`config.mk`:
```
export PLATFORM = sky130hd
export DESIGN_NAME = multicycle_controller_flat
export DESIGN_NICKNAME = d
export VERILOG_FILES = /design/src/rtl/multicycle_controller_if.sv /design/src/rtl/multicycle_controller.sv /design/src/flat_wrapper.sv
export SDC_FILE = /design/constraint.sdc
export NUM_CORES = 1
export LEC_CHECK = 0
export BUFFER_PORTS_ARGS = -buffer_cell sky130_fd_sc_hd__buf_2
export CORE_MARGIN = 10
export CORE_UTILIZATION = 60
export CTS_CLUSTER_SIZE = 40
export DETAILED_ROUTE_END_ITERATION = 16
export PLACE_DENSITY = 0.84
export REMOVE_ABC_BUFFERS = 1
export SLEW_MARGIN = 15
export SYNTH_ARGS = -nofsm -noshare
export SYNTH_HDL_FRONTEND = slang
export SYNTH_SLANG_ARGS = --single-unit
```
`constraint.sdc`:
```
create_clock -name clk -period 6 [get_ports clk]
set_clock_uncertainty 0.15 [all_clocks]
set_input_delay 0.9 -clock clk [delete_from_list [all_inputs] [get_ports clk]]
set_output_delay 0.9 -clock clk [all_outputs]
set_load 0.01 [all_outputs]
```
`src/rtl/multicycle_controller_if.sv`:
```
// Control bus between the multicycle MIPS controller and its datapath/memory.
//   Datapath -> controller : op_code[5:0], alu_zero, mem_ready
//   Controller -> datapath : mem_req, i_or_d, mem_write, ir_write, pc_write,
//                            reg_dst, mem_to_reg, reg_write, alu_src_a,
//                            alu_src_b[1:0], alu_op[1:0], pc_src[1:0]
//   Controller status      : trap, trap_cause[1:0]
// The controller attaches through the master modport; the datapath/memory
// side (or a testbench standing in for it) uses the slave modport.
interface multicycle_controller_if;
  logic [5:0] op_code;
  logic       alu_zero;
  logic       mem_ready;

  logic       mem_req;
  logic       i_or_d;
  logic       mem_write;
  logic       ir_write;
  logic       pc_write;
  logic       reg_dst;
  logic       mem_to_reg;
  logic       reg_write;
  logic       alu_src_a;
  logic [1:0] alu_src_b;
  logic [1:0] alu_op;
  logic [1:0] pc_src;
  logic       trap;
  logic [1:0] trap_cause;

  modport master (
    input  op_code, alu_zero, mem_ready,
    output mem_req, i_or_d, mem_write, ir_write, pc_write,
           reg_dst, mem_to_reg, reg_write, alu_src_a, alu_src_b,
           alu_op, pc_src, trap, trap_cause
  );

  modport slave (
    output op_code, alu_zero, mem_ready,
    input  mem_req, i_or_d, mem_write, ir_write, pc_write,
           reg_dst, mem_to_reg, reg_write, alu_src_a, alu_src_b,
           alu_op, pc_src, trap, trap_cause
  );
endinterface

```
`src/rtl/multicycle_controller.sv`:
```
// Moore-style sequencer for the shared-memory multicycle MIPS datapath.
// Drives per-state datapath strobes, waits on a variable-latency memory
// handshake and traps on illegal opcodes or memory timeouts.
//
// Ports:
//   clk      - sole clock, rising edge
//   reset_n  - synchronous, active-low reset
//   bus      - multicycle_controller_if.master (opcode/flags in, strobes out)
// Parameters:
//   MEM_TIMEOUT - cycles a memory-wait state tolerates mem_ready low (1..255)
// Build option:
//   BNE_SUPPORT_EN - when defined, opcode 000101 (bne) branches on ~alu_zero;
//                    otherwise it is treated as an illegal opcode.
module multicycle_controller #(
  parameter int unsigned MEM_TIMEOUT = 255
) (
  input  logic                    clk,
  input  logic                    reset_n,
  multicycle_controller_if.master bus
);

  localparam int unsigned TIMER_W = 8;
  localparam int unsigned CNT_W   = TIMER_W + 1;

  localparam logic [5:0] OP_RTYPE = 6'b000000;
  localparam logic [5:0] OP_LW    = 6'b100011;
  localparam logic [5:0] OP_SW    = 6'b101011;
  localparam logic [5:0] OP_BEQ   = 6'b000100;
  localparam logic [5:0] OP_ADDI  = 6'b001000;
  localparam logic [5:0] OP_J     = 6'b000010;
`ifdef BNE_SUPPORT_EN
  localparam logic [5:0] OP_BNE   = 6'b000101;
`endif

  localparam logic [1:0] CAUSE_NONE    = 2'b00;
  localparam logic [1:0] CAUSE_ILLEGAL = 2'b01;
  localparam logic [1:0] CAUSE_TIMEOUT = 2'b10;

  typedef enum logic [3:0] {
    S_FETCH,
    S_DECODE,
    S_MEMADR,
    S_MEMRD,
    S_MEMWB,
    S_MEMWR,
    S_EXEC,
    S_ALUWB,
    S_BRANCH,
    S_ADDIEX,
    S_ADDIWB,
    S_JUMP,
    S_ERROR
  } state_t;

  state_t               r_state;
  state_t               w_next_state;
  logic [TIMER_W-1:0]   r_timer;
  logic [TIMER_W-1:0]   w_next_timer;
  logic [5:0]           r_op;
  logic [1:0]           r_trap_cause;
  logic [1:0]           w_next_cause;
  logic                 w_wait_state;
  logic                 w_timeout;

  logic                 w_mem_req;
  logic                 w_i_or_d;
  logic                 w_mem_write;
  logic                 w_ir_write;
  logic                 w_pc_write;
  logic                 w_reg_dst;
  logic                 w_mem_to_reg;
  logic                 w_reg_write;
  logic                 w_alu_src_a;
  logic [1:0]           w_alu_src_b;
  logic [1:0]           w_alu_op;
  logic [1:0]           w_pc_src;

  // States that wait on the memory handshake and run the timeout timer.
  assign w_wait_state = (r_state == S_FETCH) || (r_state == S_MEMRD) ||
                        (r_state == S_MEMWR);

  // Fires on the cycle the timer would reach MEM_TIMEOUT without mem_ready;
  // a mem_ready on that same cycle takes priority in the state logic.
  assign w_timeout = w_wait_state && !bus.mem_ready &&
                     (({1'b0, r_timer} + CNT_W'(1)) == CNT_W'(MEM_TIMEOUT));

  // State, timer, trap cause and opcode latch registers.
  always_ff @(posedge clk) begin
    if (!reset_n) begin
      r_state      <= S_FETCH;
      r_timer      <= '0;
      r_trap_cause <= CAUSE_NONE;
      r_op         <= '0;
    end else begin
      r_state      <= w_next_state;
      r_timer      <= w_next_timer;
      r_trap_cause <= w_next_cause;
      if (r_state == S_DECODE) begin
        r_op <= bus.op_code;
      end
    end
  end

  // Next-state and per-state strobe decode.
  always_comb begin
    w_next_state = r_state;
    w_next_cause = r_trap_cause;
    w_mem_req    = 1'b0;
    w_i_or_d     = 1'b0;
    w_mem_write  = 1'b0;
    w_ir_write   = 1'b0;
    w_pc_write   = 1'b0;
    w_reg_dst    = 1'b0;
    w_mem_to_reg = 1'b0;
    w_reg_write  = 1'b0;
    w_alu_src_a  = 1'b0;
    w_alu_src_b  = 2'b00;
    w_alu_op     = 2'b00;
    w_pc_src     = 2'b00;

    case (r_state)
      S_FETCH: begin
        // PC + 4 is computed while the instruction word is fetched.
        w_mem_req   = 1'b1;
        w_alu_src_b = 2'b01;
        if (bus.mem_ready) begin
          w_ir_write   = 1'b1;
          w_pc_write   = 1'b1;
          w_next_state = S_DECODE;
        end else if (w_timeout) begin
          w_next_state = S_ERROR;
          w_next_cause = CAUSE_TIMEOUT;
        end
      end

      S_DECODE: begin
        // Speculative branch target into ALUOut.
        w_alu_src_b = 2'b11;
        case (bus.op_code)
          OP_RTYPE:     w_next_state = S_EXEC;
          OP_LW, OP_SW: w_next_state = S_MEMADR;
          OP_BEQ:       w_next_state = S_BRANCH;
`ifdef BNE_SUPPORT_EN
          OP_BNE:       w_next_state = S_BRANCH;
`endif
          OP_ADDI:      w_next_state = S_ADDIEX;
          OP_J:         w_next_state = S_JUMP;
          default: begin
            w_next_state = S_ERROR;
            w_next_cause = CAUSE_ILLEGAL;
          end
        endcase
      end

      S_MEMADR: begin
        w_alu_src_a  = 1'b1;
        w_alu_src_b  = 2'b10;
        w_next_state = (r_op == OP_LW) ? S_MEMRD : S_MEMWR;
      end

      S_MEMRD: begin
        w_mem_req = 1'b1;
        w_i_or_d  = 1'b1;
        if (bus.mem_ready) begin
          w_next_state = S_MEMWB;
        end else if (w_timeout) begin
          w_next_state = S_ERROR;
          w_next_cause = CAUSE_TIMEOUT;
        end
      end

      S_MEMWB: begin
        w_reg_write  = 1'b1;
        w_mem_to_reg = 1'b1;
        w_next_state = S_FETCH;
      end

      S_MEMWR: begin
        w_mem_req   = 1'b1;
        w_i_or_d    = 1'b1;
        w_mem_write = 1'b1;
        if (bus.mem_ready) begin
          w_next_state = S_FETCH;
        end else if (w_timeout) begin
          w_next_state = S_ERROR;
          w_next_cause = CAUSE_TIMEOUT;
        end
      end

      S_EXEC: begin
        w_alu_src_a  = 1'b1;
        w_alu_op     = 2'b10;
        w_next_state = S_ALUWB;
      end

      S_ALUWB: begin
        w_reg_write  = 1'b1;
        w_reg_dst    = 1'b1;
        w_next_state = S_FETCH;
      end

      S_BRANCH: begin
        w_alu_src_a = 1'b1;
        w_alu_op    = 2'b01;
        w_pc_src    = 2'b01;
`ifdef BNE_SUPPORT_EN
        w_pc_write  = (r_op == OP_BNE) ? ~bus.alu_zero : bus.alu_zero;
`else
        w_pc_write  = bus.alu_zero;
`endif
        w_next_state = S_FETCH;
      end

      S_ADDIEX: begin
        w_alu_src_a  = 1'b1;
        w_alu_src_b  = 2'b10;
        w_next_state = S_ADDIWB;
      end

      S_ADDIWB: begin
        w_reg_write  = 1'b1;
        w_next_state = S_FETCH;
      end

      S_JUMP: begin
        w_pc_src     = 2'b10;
        w_pc_write   = 1'b1;
        w_next_state = S_FETCH;
      end

      S_ERROR: begin
        w_next_state = S_ERROR;
      end

      default: begin
        w_next_state = S_ERROR;
      end
    endcase
  end

  // Wait timer: restarts on any state change, counts stalled wait cycles.
  always_comb begin
    if (w_next_state != r_state) begin
      w_next_timer = '0;
    end else if (w_wait_state && !bus.mem_ready) begin
      w_next_timer = r_timer + TIMER_W'(1);
    end else begin
      w_next_timer = r_timer;
    end
  end

  // Outputs are gated by reset_n so nothing strobes (e.g. a mem_write of an
  // abandoned store) during a reset cycle.
  assign bus.mem_req    = reset_n & w_mem_req;
  assign bus.i_or_d     = reset_n & w_i_or_d;
  assign bus.mem_write  = reset_n & w_mem_write;
  assign bus.ir_write   = reset_n & w_ir_write;
  assign bus.pc_write   = reset_n & w_pc_write;
  assign bus.reg_dst    = reset_n & w_reg_dst;
  assign bus.mem_to_reg = reset_n & w_mem_to_reg;
  assign bus.reg_write  = reset_n & w_reg_write;
  assign bus.alu_src_a  = reset_n & w_alu_src_a;
  assign bus.alu_src_b  = reset_n ? w_alu_src_b : 2'b00;
  assign bus.alu_op     = reset_n ? w_alu_op : 2'b00;
  assign bus.pc_src     = reset_n ? w_pc_src : 2'b00;
  assign bus.trap       = reset_n & (r_state == S_ERROR);
  assign bus.trap_cause = reset_n ? r_trap_cause : CAUSE_NONE;

endmodule

```
`src/flat_wrapper.sv`:
```
// flat-port wrapper written by rule: the top's interface ports become plain ports
module multicycle_controller_flat 
#(
  parameter int unsigned MEM_TIMEOUT = 255
)
  (clk, reset_n, bus_op_code, bus_alu_zero, bus_mem_ready, bus_mem_req, bus_i_or_d, bus_mem_write, bus_ir_write, bus_pc_write, bus_reg_dst, bus_mem_to_reg, bus_reg_write, bus_alu_src_a, bus_alu_src_b, bus_alu_op, bus_pc_src, bus_trap, bus_trap_cause);
  multicycle_controller_if bus_i ();
  input  logic clk;
  input  logic reset_n;
  input wire logic [$bits(bus_i.op_code)-1:0] bus_op_code;
  input wire logic [$bits(bus_i.alu_zero)-1:0] bus_alu_zero;
  input wire logic [$bits(bus_i.mem_ready)-1:0] bus_mem_ready;
  output wire logic [$bits(bus_i.mem_req)-1:0] bus_mem_req;
  output wire logic [$bits(bus_i.i_or_d)-1:0] bus_i_or_d;
  output wire logic [$bits(bus_i.mem_write)-1:0] bus_mem_write;
  output wire logic [$bits(bus_i.ir_write)-1:0] bus_ir_write;
  output wire logic [$bits(bus_i.pc_write)-1:0] bus_pc_write;
  output wire logic [$bits(bus_i.reg_dst)-1:0] bus_reg_dst;
  output wire logic [$bits(bus_i.mem_to_reg)-1:0] bus_mem_to_reg;
  output wire logic [$bits(bus_i.reg_write)-1:0] bus_reg_write;
  output wire logic [$bits(bus_i.alu_src_a)-1:0] bus_alu_src_a;
  output wire logic [$bits(bus_i.alu_src_b)-1:0] bus_alu_src_b;
  output wire logic [$bits(bus_i.alu_op)-1:0] bus_alu_op;
  output wire logic [$bits(bus_i.pc_src)-1:0] bus_pc_src;
  output wire logic [$bits(bus_i.trap)-1:0] bus_trap;
  output wire logic [$bits(bus_i.trap_cause)-1:0] bus_trap_cause;
  assign bus_i.op_code = bus_op_code;
  assign bus_i.alu_zero = bus_alu_zero;
  assign bus_i.mem_ready = bus_mem_ready;
  assign bus_mem_req = bus_i.mem_req;
  assign bus_i_or_d = bus_i.i_or_d;
  assign bus_mem_write = bus_i.mem_write;
  assign bus_ir_write = bus_i.ir_write;
  assign bus_pc_write = bus_i.pc_write;
  assign bus_reg_dst = bus_i.reg_dst;
  assign bus_mem_to_reg = bus_i.mem_to_reg;
  assign bus_reg_write = bus_i.reg_write;
  assign bus_alu_src_a = bus_i.alu_src_a;
  assign bus_alu_src_b = bus_i.alu_src_b;
  assign bus_alu_op = bus_i.alu_op;
  assign bus_pc_src = bus_i.pc_src;
  assign bus_trap = bus_i.trap;
  assign bus_trap_cause = bus_i.trap_cause;
  multicycle_controller #(.MEM_TIMEOUT(MEM_TIMEOUT)) u_core (.clk(clk), .reset_n(reset_n), .bus(bus_i));
endmodule
```
==> results.yml <==
outcome:
  status: "completed"
setup_path:
  crit_start: "u_core.r_state[2]"
  r2r_slack_ns: 3.30
  start_kind: "register"
  path_max_fanout: 23
  path_cells: "inv_1 -> nor4_1 -> a21oi_1 -> nor2b_1 -> buf_2"
  cp.required_ns: 4.95
  crit_path_end_kind: "primary output"
  worstSetupPathType: "register to primary output"
  slowest_stage: "dfxtp_1"
  r2r-start: "u_core.r_state[2]"
  crit_arrival_ns: 2.12
  cpPeakStageDelay_ns: 0.88
  critPathBufInv: 2
  critPathTopFamily: "flip-flops"
timing:
  rsz0062_at_grt: "false"
  setup-tns-final_ns: 0
  whs_ns: 0.313
  fmax_mhz: 316
  maxSlewHeadroom: 0.445
  max_slew.worst_pin.slew_ns: 0.832
  setup_viol: 0
  min_period_ns: 3.17
  finalCritPeriodShare: 0.528
  drv_slew: 0
  final_hold_viol_count: 0
yosys:
  syn_area_per_cell_sq_um: 7.87
  syn_inst: 196
  synth_seq_cells: 20
  synth_top_area_cell: "dfxtp_1"
  yosysSeqAreaShare: 0.260
  synth_warnings: 0
  yosysMostFrequentCell: "nand2_1"
  ys.flop_type: "dfxtp_1"
  synth_common_cells: "nand2_1, dfxtp_1, nor2_1"
  synthTopCellsByArea: "dfxtp_1, nand2_1, nor2_1, a21boi_0, nor2b_1"
  async_flop_share: 0
  synth.distinct_cells: 53
  synthDominantCellAreaShare: 0.260
  syn_area_sq_um: 1540
  synth-edff-count: 0
floorplanning:
  die_h_microns: 70.7
  ioPinCount: 28
  rows: 18
  coreArea_sq_um: 2450
  initial_core_util: 0.628
  die_area_sq_um: 5000
  die_x_microns: 70.7
clocking:
  clkSinkCount: 20
  clock_path_buffers: 2
  cts_tree: "yes"
  clock_latency_ns: 0.31
  cts_inserted_buffers: 3
  clkTransAtPathRegs_ns: 0.12
  holdBufCountCts: 0
  root_buffer: "clkbuf_4"
  h-tree-depth: 1
  postCtsSetupBuffers: 0
  ctsResizeCount: 0
final_layout:
  area_growth_pct: 10.7
  drive_gt1_frac: 0.215
  nets: 227
  fillers: 190
  num_antenna_cells: 0
placed_design:
  place.gp.congestion: 0.825
  port_buffers: 27
  dp_hpwl_mm: 2.67
power_and_ir_drop:
  p_per_area_nw_per_um2: 216
  p_leak_uw: 0.000650
  ir_worst_vdd_mv: 0.191
job:
  drv_cap: 0
global_routing:
  use_met3: 0.0418
  use_met1: 0.165
  globalRoute.busiestLayer: "met2"
  grtUsageMet2: 0.227
  grt_start_max_net_pins: 24
  grt_pass1_vias: 1413
  grt_first_pass_wirelength_mm: 6.15
  grt-ovfl-total: 0
  grt.total_usage: 0.140
  antenna_found_initial: 0
hold_path:
  hp-class: "register to register"
  hold_start: "u_core.r_trap_cause[0]"
drt:
  first_pass_iters: 4
  wl_per_cell_microns: 14.5
  drt_iter0_markers: 118
  viasPerCell: 6.05
  drc: 0
  vias: 1475
  antenna_left: 0
  totalWireLength_mm: 3.55
## layout make-up
class,count,area (sq um),area share
Timing Repair Buffer,27,135,0.0791
Tap cell,30,37.5,0.0220
Sequential cell,20,400,0.234
Inverter,7,26.3,0.0154
Clock inverter,1,30.0,0.0176
Clock buffer,3,22.5,0.0132
Multi-Input combinational cell,156,1060,0.618
## power by group
part	switching [uW]	internal, uW
logic	56.8	43.6
registers	18.5	140
clock network	41.9	67.6
## cells by family (layout without fill, tap and decap cells)
group / after synthesis / in the layout / share of synthesized area
AOI/OAI and AO/OA: 49 / 49 / 0.255
xor gates and xnor gates: 11 / 11 / 0.0624
adders and majority gates: 3 / 3 / 0.0227
buffers and inverters: 20 / 38 / 0.0560
DFF: 20 / 20 / 0.260
and+or+nand+nor: 93 / 93 / 0.344
## path summary, 6_finish.rpt
path | endpoint | cells past startpoint
max | bus_reg_write | 5
min | u_core.r_trap_cause[0] | 2
max reg2reg | u_core.r_state[0] | 6
min reg2reg | u_core.r_trap_cause[0] | 2
## cells in the final DEF (no fill, tap or decap), types with 5 or more instances in the layout
cell type and n:
nor2b_1 10, o21ai_0 7, nand2_1 23, nor3_1 6, xnor2_1 5, inv_1 7, nor2_1 20, dfxtp_1 20
a21oi_1 11, a21boi_0 9, buf_2 27, nand3_1 6, xor2_1 6
## per-layer routing
metal / up-vias / part of all wire
li1: 737 / -
met5: - / 0
met1: 681 / 0.43
met4: 0 / 0.029
met3: 13 / 0.066
met2: 44 / 0.47
## flip-flops by register name (all words and copies together), names as in the netlist
| register | cells |
|---|---|
| u_core.r_timer | 8 |
| u_core.r_op | 6 |
| u_core.r_trap_cause | 2 |
| u_core.r_state | 4 |
## tightest hold or removal path: stages, from the launching register on
cell and delay [ns]:
dfxtp_1 0.33, inv_1 0.05, a21oi_1 0.05
## per-stage QoR
stage | worst slack, ns | instances | cell area (sq um) | utilization | power, uW
CTS | 2.86 | 244 | 1710 | 0.696 | 369
global placement | 3.02 | 240 | 1660 | 0.674 | 256
floorplan | 3.13 | 183 | 1480 | - | 230
global route | 2.61 | 244 | 1710 | 0.696 | 390
finish | 2.83 | 244 | 1710 | 0.696 | 369
detailed placement | 3.01 | 240 | 1660 | 0.674 | 261
Power figures use the tool's default switching activity.
